$ cat src/rtl/frogger_banner_pkg.sv
// Shared constants, message IDs and the row-word type for the full-screen banner overlay.
package frogger_banner_pkg;

    localparam int unsigned GRID_COLS   = 30;
    localparam int unsigned GRID_ROWS   = 30;
    localparam int unsigned CELL_SHIFT  = 4;
    localparam int unsigned GRID_X_OFF  = 5;
    localparam int unsigned NUM_BITMAPS = 4;

    // Glyph text occupies a 5-row band starting at grid row 8.
    localparam int unsigned TEXT_ROW0 = 8;
    localparam int unsigned TEXT_H    = 5;

    typedef enum logic [1:0] {
        MSG_START = 2'd0,
        MSG_WON   = 2'd1,
        MSG_LOST  = 2'd2,
        MSG_PAUSE = 2'd3
    } msg_id_e;

    // Column 0 (leftmost on screen) is the MSB of the word.
    typedef logic [0:GRID_COLS-1] row_word_t;

endpackage

$ cat src/rtl/banner_rom.sv
// Combinational bitmap store: one row word per {message, row}; rows outside the text band are blank.
module banner_rom
    import frogger_banner_pkg::*;
#(
    parameter int unsigned MSG_W = 2,
    parameter int unsigned ROW_W = 5
) (
    input  logic [MSG_W-1:0] msg,
    input  logic [ROW_W-1:0] row,
    output row_word_t        word
);

    // Indexed by MSG_START, MSG_WON, MSG_LOST, MSG_PAUSE in that order.
    localparam row_word_t GLYPHS [NUM_BITMAPS][TEXT_H] = '{
        '{ 30'b0111_0111_0010_0110_0111_0000_0000_00,
           30'b0100_0010_0101_0101_0010_0000_0000_00,
           30'b0111_0010_0111_0110_0010_0000_0000_00,
           30'b0001_0010_0101_0101_0010_0000_0000_00,
           30'b0111_0010_0101_0101_0010_0000_0000_00 },
        '{ 30'b0101_0111_0110_0000_0000_0000_0000_00,
           30'b0101_0101_0101_0000_0000_0000_0000_00,
           30'b0101_0101_0101_0000_0000_0000_0000_00,
           30'b0111_0101_0101_0000_0000_0000_0000_00,
           30'b0101_0111_0101_0000_0000_0000_0000_00 },
        '{ 30'b0100_0111_0111_0111_0000_0000_0000_00,
           30'b0100_0101_0100_0010_0000_0000_0000_00,
           30'b0100_0101_0111_0010_0000_0000_0000_00,
           30'b0100_0101_0001_0010_0000_0000_0000_00,
           30'b0111_0111_0111_0010_0000_0000_0000_00 },
        '{ 30'b0110_0010_0101_0111_0111_0000_0000_00,
           30'b0101_0101_0101_0100_0100_0000_0000_00,
           30'b0110_0111_0101_0111_0110_0000_0000_00,
           30'b0100_0101_0101_0001_0100_0000_0000_00,
           30'b0100_0101_0111_0111_0111_0000_0000_00 }
    };

    logic [ROW_W-1:0] row_rel;

    // Rows above the band wrap to large values and fail the height test.
    always_comb begin
        word    = '0;
        row_rel = row - ROW_W'(TEXT_ROW0);
        if ((32'(msg) < NUM_BITMAPS) && (row_rel < ROW_W'(TEXT_H))) begin
            word = GLYPHS[2'(msg)][3'(row_rel)];
        end
    end

endmodule

$ cat src/rtl/banner_overlay.sv
// Frame-synchronous banner renderer: blink/scroll/message state updates on frame_tick, registered 1-bit pixel flag.
module banner_overlay
    import frogger_banner_pkg::*;
#(
    parameter int unsigned CELL_SHIFT    = 4,
    parameter int unsigned COLS          = 30,
    parameter int unsigned ROWS          = 30,
    parameter int unsigned X_OFF         = 5,
    parameter int unsigned NUM_MSG       = 4,
    parameter int unsigned BLINK_FRAMES  = 30,
    parameter int unsigned SCROLL_FRAMES = 4
) (
    input  logic                       clk,
    input  logic                       rst,
    input  logic [9:0]                 pixel_x,
    input  logic [9:0]                 pixel_y,
    input  logic                       frame_tick,
    input  logic [$clog2(NUM_MSG)-1:0] msg_sel,
    input  logic                       show,
    input  logic                       blink_en,
    input  logic                       scroll_en,
    output logic                       flag,
    output logic [$clog2(NUM_MSG)-1:0] cur_msg
);

    localparam int unsigned MSG_W    = $clog2(NUM_MSG);
    localparam int unsigned COL_W    = $clog2(COLS);
    localparam int unsigned ROW_W    = $clog2(ROWS);
    localparam int unsigned BLINK_W  = (BLINK_FRAMES > 1) ? $clog2(BLINK_FRAMES) : 1;
    localparam int unsigned SCROLL_W = (SCROLL_FRAMES > 1) ? $clog2(SCROLL_FRAMES) : 1;

    localparam logic [9:0] X_OFF_V = 10'(X_OFF);
    localparam logic [9:0] COLS_V  = 10'(COLS);
    localparam logic [9:0] ROWS_V  = 10'(ROWS);

    logic                flag_q, flag_d;
    logic [MSG_W-1:0]    cur_msg_q, cur_msg_d;
    logic [COL_W-1:0]    scroll_off_q, scroll_off_d;
    logic [SCROLL_W-1:0] scroll_cnt_q, scroll_cnt_d;
    logic [BLINK_W-1:0]  blink_cnt_q, blink_cnt_d;
    logic                vis_phase_q, vis_phase_d;

    logic [9:0]       cx, cy, gx, sx_sum;
    logic [COL_W-1:0] sx;
    logic             in_grid;
    logic             msg_change;
    row_word_t        rom_word;

    banner_rom #(
        .MSG_W (MSG_W),
        .ROW_W (ROW_W)
    ) u_rom (
        .msg  (cur_msg_q),
        .row  (ROW_W'(cy)),
        .word (rom_word)
    );

    // Pixel to grid cell; the left-margin subtraction deliberately has no wrap.
    always_comb begin
        cx      = pixel_x >> CELL_SHIFT;
        cy      = pixel_y >> CELL_SHIFT;
        gx      = cx - X_OFF_V;
        in_grid = (cx >= X_OFF_V) && (gx < COLS_V) && (cy < ROWS_V);
        sx_sum  = gx + 10'(scroll_off_q);
        sx      = (sx_sum >= COLS_V) ? COL_W'(sx_sum - COLS_V) : COL_W'(sx_sum);
        flag_d  = show & vis_phase_q & in_grid & rom_word[sx];
    end

    // Per-frame state; a message change overrides blink and scroll in the same tick.
    always_comb begin
        cur_msg_d    = cur_msg_q;
        scroll_off_d = scroll_off_q;
        scroll_cnt_d = scroll_cnt_q;
        blink_cnt_d  = blink_cnt_q;
        vis_phase_d  = vis_phase_q;
        msg_change   = (32'(msg_sel) < NUM_MSG) && (msg_sel != cur_msg_q);

        if (frame_tick) begin
            if (msg_change) begin
                cur_msg_d    = msg_sel;
                scroll_off_d = '0;
                scroll_cnt_d = '0;
                blink_cnt_d  = '0;
                vis_phase_d  = 1'b1;
            end else begin
                if (blink_en) begin
                    if (blink_cnt_q == BLINK_W'(BLINK_FRAMES - 1)) begin
                        blink_cnt_d = '0;
                        vis_phase_d = ~vis_phase_q;
                    end else begin
                        blink_cnt_d = blink_cnt_q + BLINK_W'(1);
                    end
                end else begin
                    blink_cnt_d = '0;
                    vis_phase_d = 1'b1;
                end

                if (scroll_en) begin
                    if (scroll_cnt_q == SCROLL_W'(SCROLL_FRAMES - 1)) begin
                        scroll_cnt_d = '0;
                        scroll_off_d = (scroll_off_q == COL_W'(COLS - 1)) ? '0
                                                                          : scroll_off_q + COL_W'(1);
                    end else begin
                        scroll_cnt_d = scroll_cnt_q + SCROLL_W'(1);
                    end
                end
            end
        end
    end

    always_ff @(posedge clk) begin
        if (rst) begin
            flag_q       <= 1'b0;
            cur_msg_q    <= '0;
            scroll_off_q <= '0;
            scroll_cnt_q <= '0;
            blink_cnt_q  <= '0;
            vis_phase_q  <= 1'b1;
        end else begin
            flag_q       <= flag_d;
            cur_msg_q    <= cur_msg_d;
            scroll_off_q <= scroll_off_d;
            scroll_cnt_q <= scroll_cnt_d;
            blink_cnt_q  <= blink_cnt_d;
            vis_phase_q  <= vis_phase_d;
        end
    end

    assign flag    = flag_q;
    assign cur_msg = cur_msg_q;

endmodule

$ cat config.mk
export PLATFORM = sky130hd
export DESIGN_NAME = banner_overlay
export DESIGN_NICKNAME = d
export VERILOG_FILES = /design/src/rtl/frogger_banner_pkg.sv /design/src/rtl/banner_rom.sv /design/src/rtl/banner_overlay.sv
export SDC_FILE = /design/constraint.sdc
export NUM_CORES = 1
export LEC_CHECK = 0
export ABC_AREA = 1
export CAP_MARGIN = 30
export CORE_MARGIN = 2
export CORE_UTILIZATION = 40
export DETAILED_ROUTE_END_ITERATION = 8
export MAX_ROUTING_LAYER = met4
export PLACE_DENSITY_LB_ADDON = 0.05
export RECOVER_POWER = 25
export SLEW_MARGIN = 20
export SYNTH_ARGS = -nofsm -noshare
export SYNTH_HDL_FRONTEND = slang
export SYNTH_HIERARCHICAL = 1
export SYNTH_SLANG_ARGS = --single-unit
$ cat constraint.sdc
create_clock -name clk -period 3.3 [get_ports clk]
set_input_delay 0.33 -clock clk [delete_from_list [all_inputs] [get_ports clk]]
set_output_delay 0.33 -clock clk [all_outputs]
set_load 0.01 [all_outputs]
==> metrics, run 1 <==
R2R depth 15; critical path class input pin to flop; Place WS around 0.0064 ns; relative slew slack between 60% and 70%; fin area roughly 2700 µm²; Setup TNS 0 ns; Worst Max-Slew Pin Slew between 0.5 and 0.6 ns; Max Freq 337.8 MHz; wire length per cell 10.49 µm; data required time at the worst endpoint 3.45 ns; final worst slack between 0.3 and 0.4 ns; DRC 0; final hold violation count 0; Synth async-reset ratio 0%; global-route wire length before repair ~8300 µm; Primary FF master, synth dfxtp_1; CTS Hold Bufs 0; DP Area ~2600 µm²; PortBufs 22; Worst Path Arrival between 3 and 4 ns; total grt overflow 0; Critical Path Sink Type flop; pin count of the biggest net entering global routing 16; io pins 31; Syn. warnings 6; vias post-DR between 2000 and 2500; vias per cell 4.804; die area ~6500 µm²; Initial Utilization about two fifths; clock sinks 16; Synth Cell Area between 2000 and 2500 µm²; Crit Path Max Fanout 9; ANT cells 0; Die X about 80 µm; area added between synthesis and finish 15.76%; Synth Instances between 300 and 400; CTS buffer count 3; Reg area approximately 320 µm²; initial antenna violation count 0; Clock Path Buffers 2; Post-Route Utilization around 48%; Fill cells a little under 600; Nets 425; fin crit period between 2 and 3 ns; final period utilization 89.71%; status finished, final reports clean; P_leak between 1 and 1.5 nW; Post-Place Cells about 440; max cap viols 0; final wirelength around 4700 µm; Final setup viols 0; layout cells sized above 1 a little under a fifth; clock skew roughly 0.0013 ns; hold path depth 2; peak supply drop 0.0002240 V; Mapped Avg Cell Area approximately 6.8 µm²; die height between 80 and 90 µm; post-synth cell types 39; CTS tree done; footprint of the multi-input gates 1749 µm²; Final ANT Viol Nets 0; Worst setup SP type input pin; Worst-Skew Late Latency around 0.25 ns; Seq/Total Area, Yosys 13.73%; DRT iter0 DRCs between 60 and 70; Pwr Density between 300 and 400 nW/µm²; drt pass-1 iters 5; DP HPWL 3871 µm; placer congestion estimate between 0.8 and 0.9; Slew Viols, Final 0; number of synthesized flops with an enable pin 0; Clock transition at path regs 0.07 ns; vias in the first global route approximately 2000; clock root buffer clkbuf_8; Layout Cells excl Fill between 400 and 500; htree depth 1; Overall Global Routing Usage approximately 16%; std cell rows 27; Yosys reg bits 16; total core area approximately 5600 µm²; path type of the worst min-delay path flop to flop
[worst max-delay path: stages]
cell             delay (ns)
clkdlybuf4s50_1        0.41
inv_1                  0.09
ha_1                   0.21
nor2_1                 0.06
nor2_1                 0.16
xor2_2                 0.21
ha_1                   0.28
nand2_1                0.10
inv_1                  0.04
nand2_1                0.05
nand2_1                0.06
nor2_1                 0.09
nand3_1                0.09
nand2_2                0.13
nand3_4                0.15
nand2_4                0.15
nand2_4                0.07
nand2_1                0.06
nand3_1                0.08
nand3b_1               0.09
nand2_1                0.05
nor2_1                 0.08
nor2_1                 0.05
[Yosys cell counts (all sizes together), types with 2 or more instances]
cell type,count,area [µm²]
a211oi,2,15.01
a21oi,18,90.09
a31oi,3,18.77
buf,20,158.9
clkbuf,3,11.26
dfxtp,16,320.3
ha,19,237.7
inv,41,153.9
mux2,15,168.9
nand2,82,365.4
nand3,29,157.7
nand3b,3,38.79
nand4,10,77.57
nor2,41,192.7
nor3,6,40.04
nor3b,2,15.01
o21ai,17,103.8
xnor2,4,42.55
xor2,9,86.34
[cell families (layout without fill, tap and decap cells)]
| logic type | Yosys count | count (layout) | synth area share (%) |
|---|---|---|---|
| buf+inv | 64 | 82 | 13.89 |
| simple gates | 174 | 174 | 38.28 |
| other cells | 1 | 15 | 0.1607 |
| xor+xnor | 13 | 13 | 5.523 |
| flops | 16 | 16 | 13.73 |
| fa+ha+maj | 20 | 20 | 11.05 |
| compound gates | 41 | 41 | 10.13 |
| mux | 15 | 15 | 7.239 |
[where the power goes]
| part | total (W) | switching [W] | internal, W | leakage, nW |
|---|---|---|---|---|
| clock network | 0.000177 | 0.0000714 | 0.000106 | 0.0288 |
| logic | 0.000448 | 0.000247 | 0.000202 | 1.17 |
| registers | 0.000213 | 0.0000112 | 0.000202 | 0.131 |
[area by class of cell]
class	instances	area share [%]
clock buffer	4	2.038
tap	72	3.335
sequential	16	11.86
timing repair buffer	37	12.32
inverter	41	5.697
multi-input combinational	278	64.75
[flip-flops by register name, indices dropped and copies added (netlist names)]
name          cells
blink_cnt_q       5
flag              1
vis_phase_q       1
scroll_cnt_q      2
cur_msg           2
scroll_off_q      5
[worst paths after layout]
path	start	end	slack, ns
max reg2reg	scroll_off_q[0]	flag	0.67
max	pixel_x[4]	flag	0.34
min	scroll_cnt_q[1]	scroll_cnt_q[1]	0.48
min reg2reg	scroll_cnt_q[1]	scroll_cnt_q[1]	0.48
[layer usage]
metal | routed length (µm) | vias up | part of all wire (%) | GRT usage [%]
met5 | 0 | - | 0 | -
met4 | 37 | 0 | 0.79 | 3.051
met3 | 96 | 5 | 2.0 | 1.011
met2 | 2222 | 26 | 47 | 27.50
met1 | 2344 | 963 | 50 | 21.07
li1 | - | 1158 | - | -
[timing repair]
| item | CTS | global route |
|---|---|---|
| gates resized for setup | 0 | 1 |
| setup buffers | 0 | 2 |
| hold endpoints to repair | 0 | 0 |
| endpoints found under the setup margin | 0 | 1 |
[placed cells by master (no fill, tap or decap), types with 3 or more instances in the layout]
cell type,instances
xor2_1,7
xnor2_1,3
nand2_1,69
nor2_4,3
a31oi_1,3
nor3_1,4
clkbuf_8,4
conb_1,15
nand3_1,28
dfxtp_1,16
dlygate4sd3_1,3
nor2_1,37
nand2_2,8
o21ai_1,3
clkdlybuf4s50_1,19
a21oi_1,18
o21ai_2,5
nand4_1,9
buf_4,15
inv_2,3
ha_1,19
nand2_4,5
o21ai_0,9
inv_1,38
mux2_2,15
[per-stage QoR]
stage,hold slack [ns],total power (W)
detailed placement,0.4717,0.0006607
global placement,0.4574,0.0006581
CTS,0.4818,0.0008423
global route,0.5088,0.0009215
finish,0.4846,0.0008388
floorplan,0.3991,0.0005560
No activity file was read; power rests on OpenSTA's default activity.
==> inputs of run 2 (changes only) <==
- ABC_AREA: 1 -> not set
- CAP_MARGIN: 30 -> 20
- SLEW_MARGIN: 20 -> not set
==> run 2 against run 1 <==
Core utilization grew 3.1 points. Via count grew 1.6%. Die area grew 5.1%. Count of clock-buffer cells in the layout shrank 1. Sequential share of layout area shrank 1.4 points. Fmax shrank 5.2%. Largest power group unchanged. Critical endpoint unchanged. Flip-flop and latch count is the same. Sequential power shrank 2%. Register-to-register slack lost 0.30 ns. Total power grew 13%.
==> metrics, run 2 <==
status finished, final reports clean; initial antenna violation count 0 (unchanged); Final ANT Viol Nets 0 (unchanged); Max Freq 320.3 MHz (-5.2%); Initial Utilization 41.53% (-0.34 points); post-synth cell types 69 (+77%); Primary FF master, synth dfxtp_1; std cell rows 28 (+3.7%); Worst path max stage delay 0.48 ns (+0.07 ns); Power Total 0.0009469 W (+13%); vias per cell 5.319 (+11%); relative slew slack 63.33% (+2.5 points); global-route wire length before repair 9411 µm (+13%); vias in the first global route 1954 (unchanged); path type of the worst min-delay path flop to flop; io pins 31 (unchanged); Synth top area share 13.74% (+0.014 points); Seq/Total Area, Yosys 13.03% (-0.70 points); peak supply drop 0.0001993 V (-11%); clock root buffer clkbuf_8; clock skew 0.004818 ns (+0.003488 ns); Slew Viols, Final 0 (unchanged); Final setup viols 0 (unchanged); Worst Max-Slew Pin Slew 0.5500 ns (-0.03757 ns); DP HPWL 4419 µm (+14%); Worst-Skew Late Latency 0.25 ns (about the same); die area 6790 µm² (+5.1%); placer congestion estimate 0.8118 (-4.1%); crit-path leading delay family buffers and inverters; data required time at the worst endpoint 3.43 ns (-0.02 ns); Top Layer Used met4; critical path class input pin to flop; Buf/Inv on CP 6 (+3); die height 82.40 µm (+2.5%); Mapped Avg Cell Area 8.597 µm² (+27%); Synth area leader mux4_2; Layout Cells excl Fill 411 (-8.3%); most frequent cell after synthesis nor2_1; Post-Place Cells 407 (-7.9%); Clock transition at path regs 0.06 ns (about the same); biggest regs blink_cnt_q x5, scroll_off_q x5; CTS buffer count 3 (unchanged); Crit Path Max Fanout 6 (-3); DRC 0 (unchanged); layout cells sized above 1 27.38% (+9.0 points); max cap viols 0 (unchanged); area added between synthesis and finish 24.17%; Nets 386 (-9.2%); commonest non-fill, non-tap cells in the layout 42 x buf_4, 28 x nor2_1, 20 x clkdlybuf4s50_1, 18 x nand2_1, 18 x a21oi_1; Yosys reg bits 16 (unchanged); ANT cells 0 (unchanged); most used cell, CP buf_4; number of synthesized flops with an enable pin 0 (unchanged); final hold violation count 0 (unchanged); CP cell instances clkdlybuf4s50_1 > inv_1 > buf_4 > ha_1 > inv_1 > fa_2 > buf_4 > buf_4 > mux4_2 > mux2i_1 > nor3_1 > nand3_1 > a21oi_1 > o31ai_2 > a22oi_2; Overall Global Routing Usage 17.95% (+1.9 points); Worst Path Arrival 3.25 ns (+0.14 ns); CTS tree done; met3 routed wirelength 105 µm (+9.4%); final wirelength 5576 µm (+19%); clock sinks 16 (unchanged); Worst setup SP type input pin; Synth Cell Area 2459 µm² (+5.4%); wire length per cell 13.57 µm (+29%); Synth async-reset ratio 0% (unchanged); fin crit period 3.122 ns (+0.1615 ns); drt pass-1 iters 4 (-1); main area contributors after synthesis mux4_2 14%, dfxtp_1 13%, ha_1 9.7%, buf_4 5.2%, nor2_1 4.3%; P_leak 1.236 nW (-6.7%); Crit-path slowest cell clkdlybuf4s50_1; Syn. warnings 6 (unchanged); Clock Path Buffers 2 (unchanged); DRT iter0 DRCs 78 (+20%); Die X 82.40 µm (+2.5%); CTS Hold Bufs 0 (unchanged); total grt overflow 0 (unchanged); vias post-DR 2186 (+1.6%); Critical Path Sink Type flop; total core area 5921 µm² (+6.2%); Pwr Density 310.1 nW/µm² (-0.11%); final period utilization 94.61% (+4.9 points); Post-synth top cells 28 x nor2_1, 19 x ha_1, 18 x a21oi_1, 18 x nand2_1, 17 x buf_4; Synth Instances 286 (-17%); htree depth 1 (unchanged); PortBufs 22 (unchanged); most common cell after layout, fill and taps aside buf_4; Met1 Wirelength 2886 µm (+23%); routed length on met2 2556 µm (+15%); pin count of the biggest net entering global routing 18 (+2)
run 2: area by class of cell:
cell class,count,area [µm²]
inverters,13,48.80
multi-input cells,239,1993
clock buffers,3,41.29
flip-flops and latches,16,320.3
repair buffers,65,555.5
well taps,75,93.84
fillers,573,2868
run 2: report_power, final:
| group | internal (W) | switching (W) | leakage (nW) | total [W] |
|---|---|---|---|---|
| Sequential | 0.000201 | 0.00000831 | 0.130 | 0.000209 |
| Clock | 0.0000808 | 0.0000656 | 0.0216 | 0.000146 |
| Combinational | 0.000316 | 0.000275 | 1.08 | 0.000591 |
| Total | 0.000598 | 0.000349 | 1.24 | 0.000947 |
run 2: kinds of logic (layout without fill, tap and decap cells):
| group | after synthesis | in the layout | share of synthesized area [%] |
|---|---|---|---|
| DFF | 16 | 16 | 13.03 |
| muxes | 25 | 25 | 17.96 |
| adders and majority gates | 20 | 20 | 10.48 |
| AOI/OAI and AO/OA | 65 | 65 | 20.41 |
| and+or+nand+nor | 98 | 98 | 20.97 |
| xor gates and xnor gates | 16 | 16 | 6.005 |
| buffers and inverters | 45 | 81 | 10.99 |
| other | 1 | 15 | 0.1525 |
run 2: worst paths after layout:
path                    from         endpoint  slack [ns]  depth (start not counted)
min reg2reg  scroll_cnt_q[1]  scroll_cnt_q[1]        0.47                          2
min          scroll_cnt_q[1]  scroll_cnt_q[1]        0.47                          2
max               pixel_x[4]             flag        0.18                         15
max reg2reg       cur_msg[1]             flag        0.37                         11
run 2: what timing repair did:
action / 4_1_cts / 5_1_grt
setup endpoints to repair: 0 / 1
gates resized for setup: 0 / 11
buffers inserted: 0 / 1
hold endpoints to repair: 0 / 0
run 2: layer usage:
layer / vias up / track usage [%]
met5: - / -
met4: 0 / 3.500
li1: 1133 / -
met1: 1027 / 26.38
met2: 24 / 27.58
met3: 2 / 0.6522
run 2: worst register-to-register path: stages, from the launching register on:
cell	delay (ns)
dfxtp_1	0.34
inv_1	0.09
ha_1	0.46
inv_2	0.07
mux4_2	0.46
o2bb2ai_1	0.17
mux4_2	0.47
mux2_2	0.30
nor3_1	0.14
mux2i_1	0.11
o221ai_2	0.08
a22oi_2	0.11
run 2: per-stage QoR:
step | hold WS (ns) | utilization [%] | setup TNS [ns] | area (µm²) | setup WS, ns
finish | 0.4702 | 51.56 | 0 | 3053 | 0.1780
global route | 0.4990 | 51.56 | -0.01090 | 3053 | -0.01090
CTS | 0.4705 | 50.21 | 0 | 2973 | 0.04153
detailed placement | 0.4607 | 49.51 | -0.2053 | 2932 | -0.2053
global placement | 0.4533 | 49.51 | -0.2163 | 2932 | -0.2163
floorplan | 0.4356 | - | 0 | 2511 | 0.02958
==> RTL edit, RTL diff (flow settings as in run 1) <==
Register the input `pixel_x` before use, without a reset. The logic sees it one clock later. The other inputs are not delayed to match.
--- a/src/rtl/banner_overlay.sv
+++ b/src/rtl/banner_overlay.sv
@@ -35,2 +35,8 @@
 
+    logic [9:0] pixel_x_q;
+
+    always_ff @(posedge clk) begin
+        pixel_x_q <= pixel_x;
+    end
+
     logic                flag_q, flag_d;
@@ -59,3 +65,3 @@
     always_comb begin
-        cx      = pixel_x >> CELL_SHIFT;
+        cx      = pixel_x_q >> CELL_SHIFT;
         cy      = pixel_y >> CELL_SHIFT;
Behaviour: not the same (Yosys sat finds a counterexample within 4 cycles, from zero or initial values and one cycle with rst high).
==> RTL edit against run 1 <==
Power increased by 3.9%; area after synthesis increased by 7.1%; worst setup slack improved by 29 ps; clock skew increased by 1.7 ps; final area increased by 2.3%; maximum frequency increased by 1.0%; non-clock buffer count decreased by 14; final cell count increased by 3.3%; sequential cell count increased by 6; routed wire length increased by 7.7%; largest power group unchanged.
==> RTL edit: results (changes against run 1) <==
- The filler cell count in the final layout was 657 (+13%).
- By count the netlist is led by sky130_fd_sc_hd__nand2_1 (81), sky130_fd_sc_hd__inv_1 (37), sky130_fd_sc_hd__nor2_1 (36).
- The part of the Yosys area used for sequential elements is 17.6% (+3.9 points).
- The total routed wirelength is 5060 um (+7.7%).
- The power dissipated by switching net loads was 0.339 mW (+2.9%).
- The cell-internal power is 0.532 mW (+4.5%).
- The area of all placed cells without fillers is 2760 um2 (+2.3%).
- The placed wire-length estimate came to 4100 um (+5.8%).
- In the post-synthesis netlist, the biggest area contributors are sky130_fd_sc_hd__dfxtp_1 (18%), sky130_fd_sc_hd__nand2_1 (12%), sky130_fd_sc_hd__ha_1 (10%).
- The via density per instance was 4.84 (+0.85%).
- The global-route wire length before repair was 8630 um (+3.4%).
- The post-synthesis share of cell area spent on xor and xnor gates is 3.51% (-2.0 points).
- The arrival time at the worst endpoint is 3090 ps (-20 ps).
- The highest cell delay on the worst timing path came to 360 ps (-50 ps).
- The number of standard cells after synthesis is 370 (+7.6%).
- The largest clock skew in the final design is 3.04 ps (+1.71 ps).
- The worst setup timing slack at the placement stage is 247 ps (+240 ps).
- The initial DRC count was 70 (+7.7%).
- The static power due to leakage is 1.31 nW (-1.0%).
- For the worst-skew pair, the clock arrives at the later sink with an insertion delay of 260 ps.
- The remaining number of nets flagged by the antenna check after routing came to 0 (unchanged).
- The via count of the first global-routing pass is 2093 (+7.1%).
- The iteration count of the initial detailed-routing pass was 4 (-1).
- The layout net count was 439 (+3.3%).
- The clock transition at the register clock pins on the worst setup and hold paths after CTS is 80 ps.
- The run finished with clean final reports.
- The relative slew slack is 58.9% (-1.9 points).
- On the critical path, the stage with the largest delay is an instance of sky130_fd_sc_hd__dfxtp_2.
- The share of layout cells above drive strength 1 was 15.2% (-3.1 points).
- The adder-cell area share of the yosys netlist came to 10.8% (-0.23 points).
- The sequential group power came to 0.294 mW (+38%).
- The combinational-cell power consumption came to 0.411 mW (-8.3%).
- The highest fanout seen on the critical path is 6 (-3).
- In the final layout, the registers with the most flip-flops are pixel_x_q x6, blink_cnt_q x5, scroll_off_q x5.
- The maximum resistive drop on vdd is 0.308 mV (+37%).
- The register with the most flip-flops in the layout has 6 of them.
- The mux contribution to synthesized area is 6.76% (-0.48 points).
- The standard cell area after detailed placement was 2700 um2 (+2.9%).
[RTL edit: cell count changes in the layout (fill, tap and decap cells not counted), sizes merged, moves of 2 or more]
cell,delta
xor2,-2
dlygate4sd3,+3
dfxtp,+6
buf,-14
nand3,+6
a21oi,+3
inv,+4
nor2,+2
clkdlybuf4s50,-3
nand4,-5
o21bai,+2
nand2,+10
[RTL edit: logic make-up after synthesis]
family,count (synthesis)
DFF,22
buffers and inverters,69
xor gates and xnor gates,10
AOI/OAI and AO/OA,45
muxes,15
and+or+nand+nor,187
adders and majority gates,21
other,1
[RTL edit: path summary, 6_finish.rpt]
| path | startpoint | end | slack (ps) | depth (start not counted) |
|---|---|---|---|---|
| setup / recovery | pixel_x_q[4] | flag | 370 | 20 |
| hold / removal | scroll_cnt_q[1] | scroll_cnt_q[1] | 470 | 2 |
| setup reg to reg | pixel_x_q[4] | flag | 370 | 20 |
| hold reg to reg | scroll_cnt_q[1] | scroll_cnt_q[1] | 470 | 2 |
[RTL edit: per-layer routing]
metal  GRT usage, %  wire [um]  vias up
li1               -          -     1211
met1           18.7       2490      998
met2           26.5       2390       30
met3          0.895        129        4
met4           4.47         57        0
met5              -          0        -
[RTL edit: worst max-delay path: cells and delay by family (launching register included)]
family,cells,cell delay (ps)
flip-flops,1,360
buffers and inverters,1,80
AO/OA/AOI/OAI,2,330
adder cells (fa/ha/maj),2,580
AND/OR/NAND/NOR,14,1320
XOR/XNOR,1,160
[RTL edit: layout make-up]
cell class | instances | share of cell area [%]
inverters | 46 | 6.29
repair buffers | 23 | 8.24
multi-input cells | 294 | 64.6
clock buffers | 3 | 1.49
flip-flops and latches | 22 | 16.0
well taps | 75 | 3.40
[RTL edit: timing repair]
action,in CTS,in global routing
hold endpoints to repair,0,0
setup endpoints to repair,0,1
resized for setup,0,3
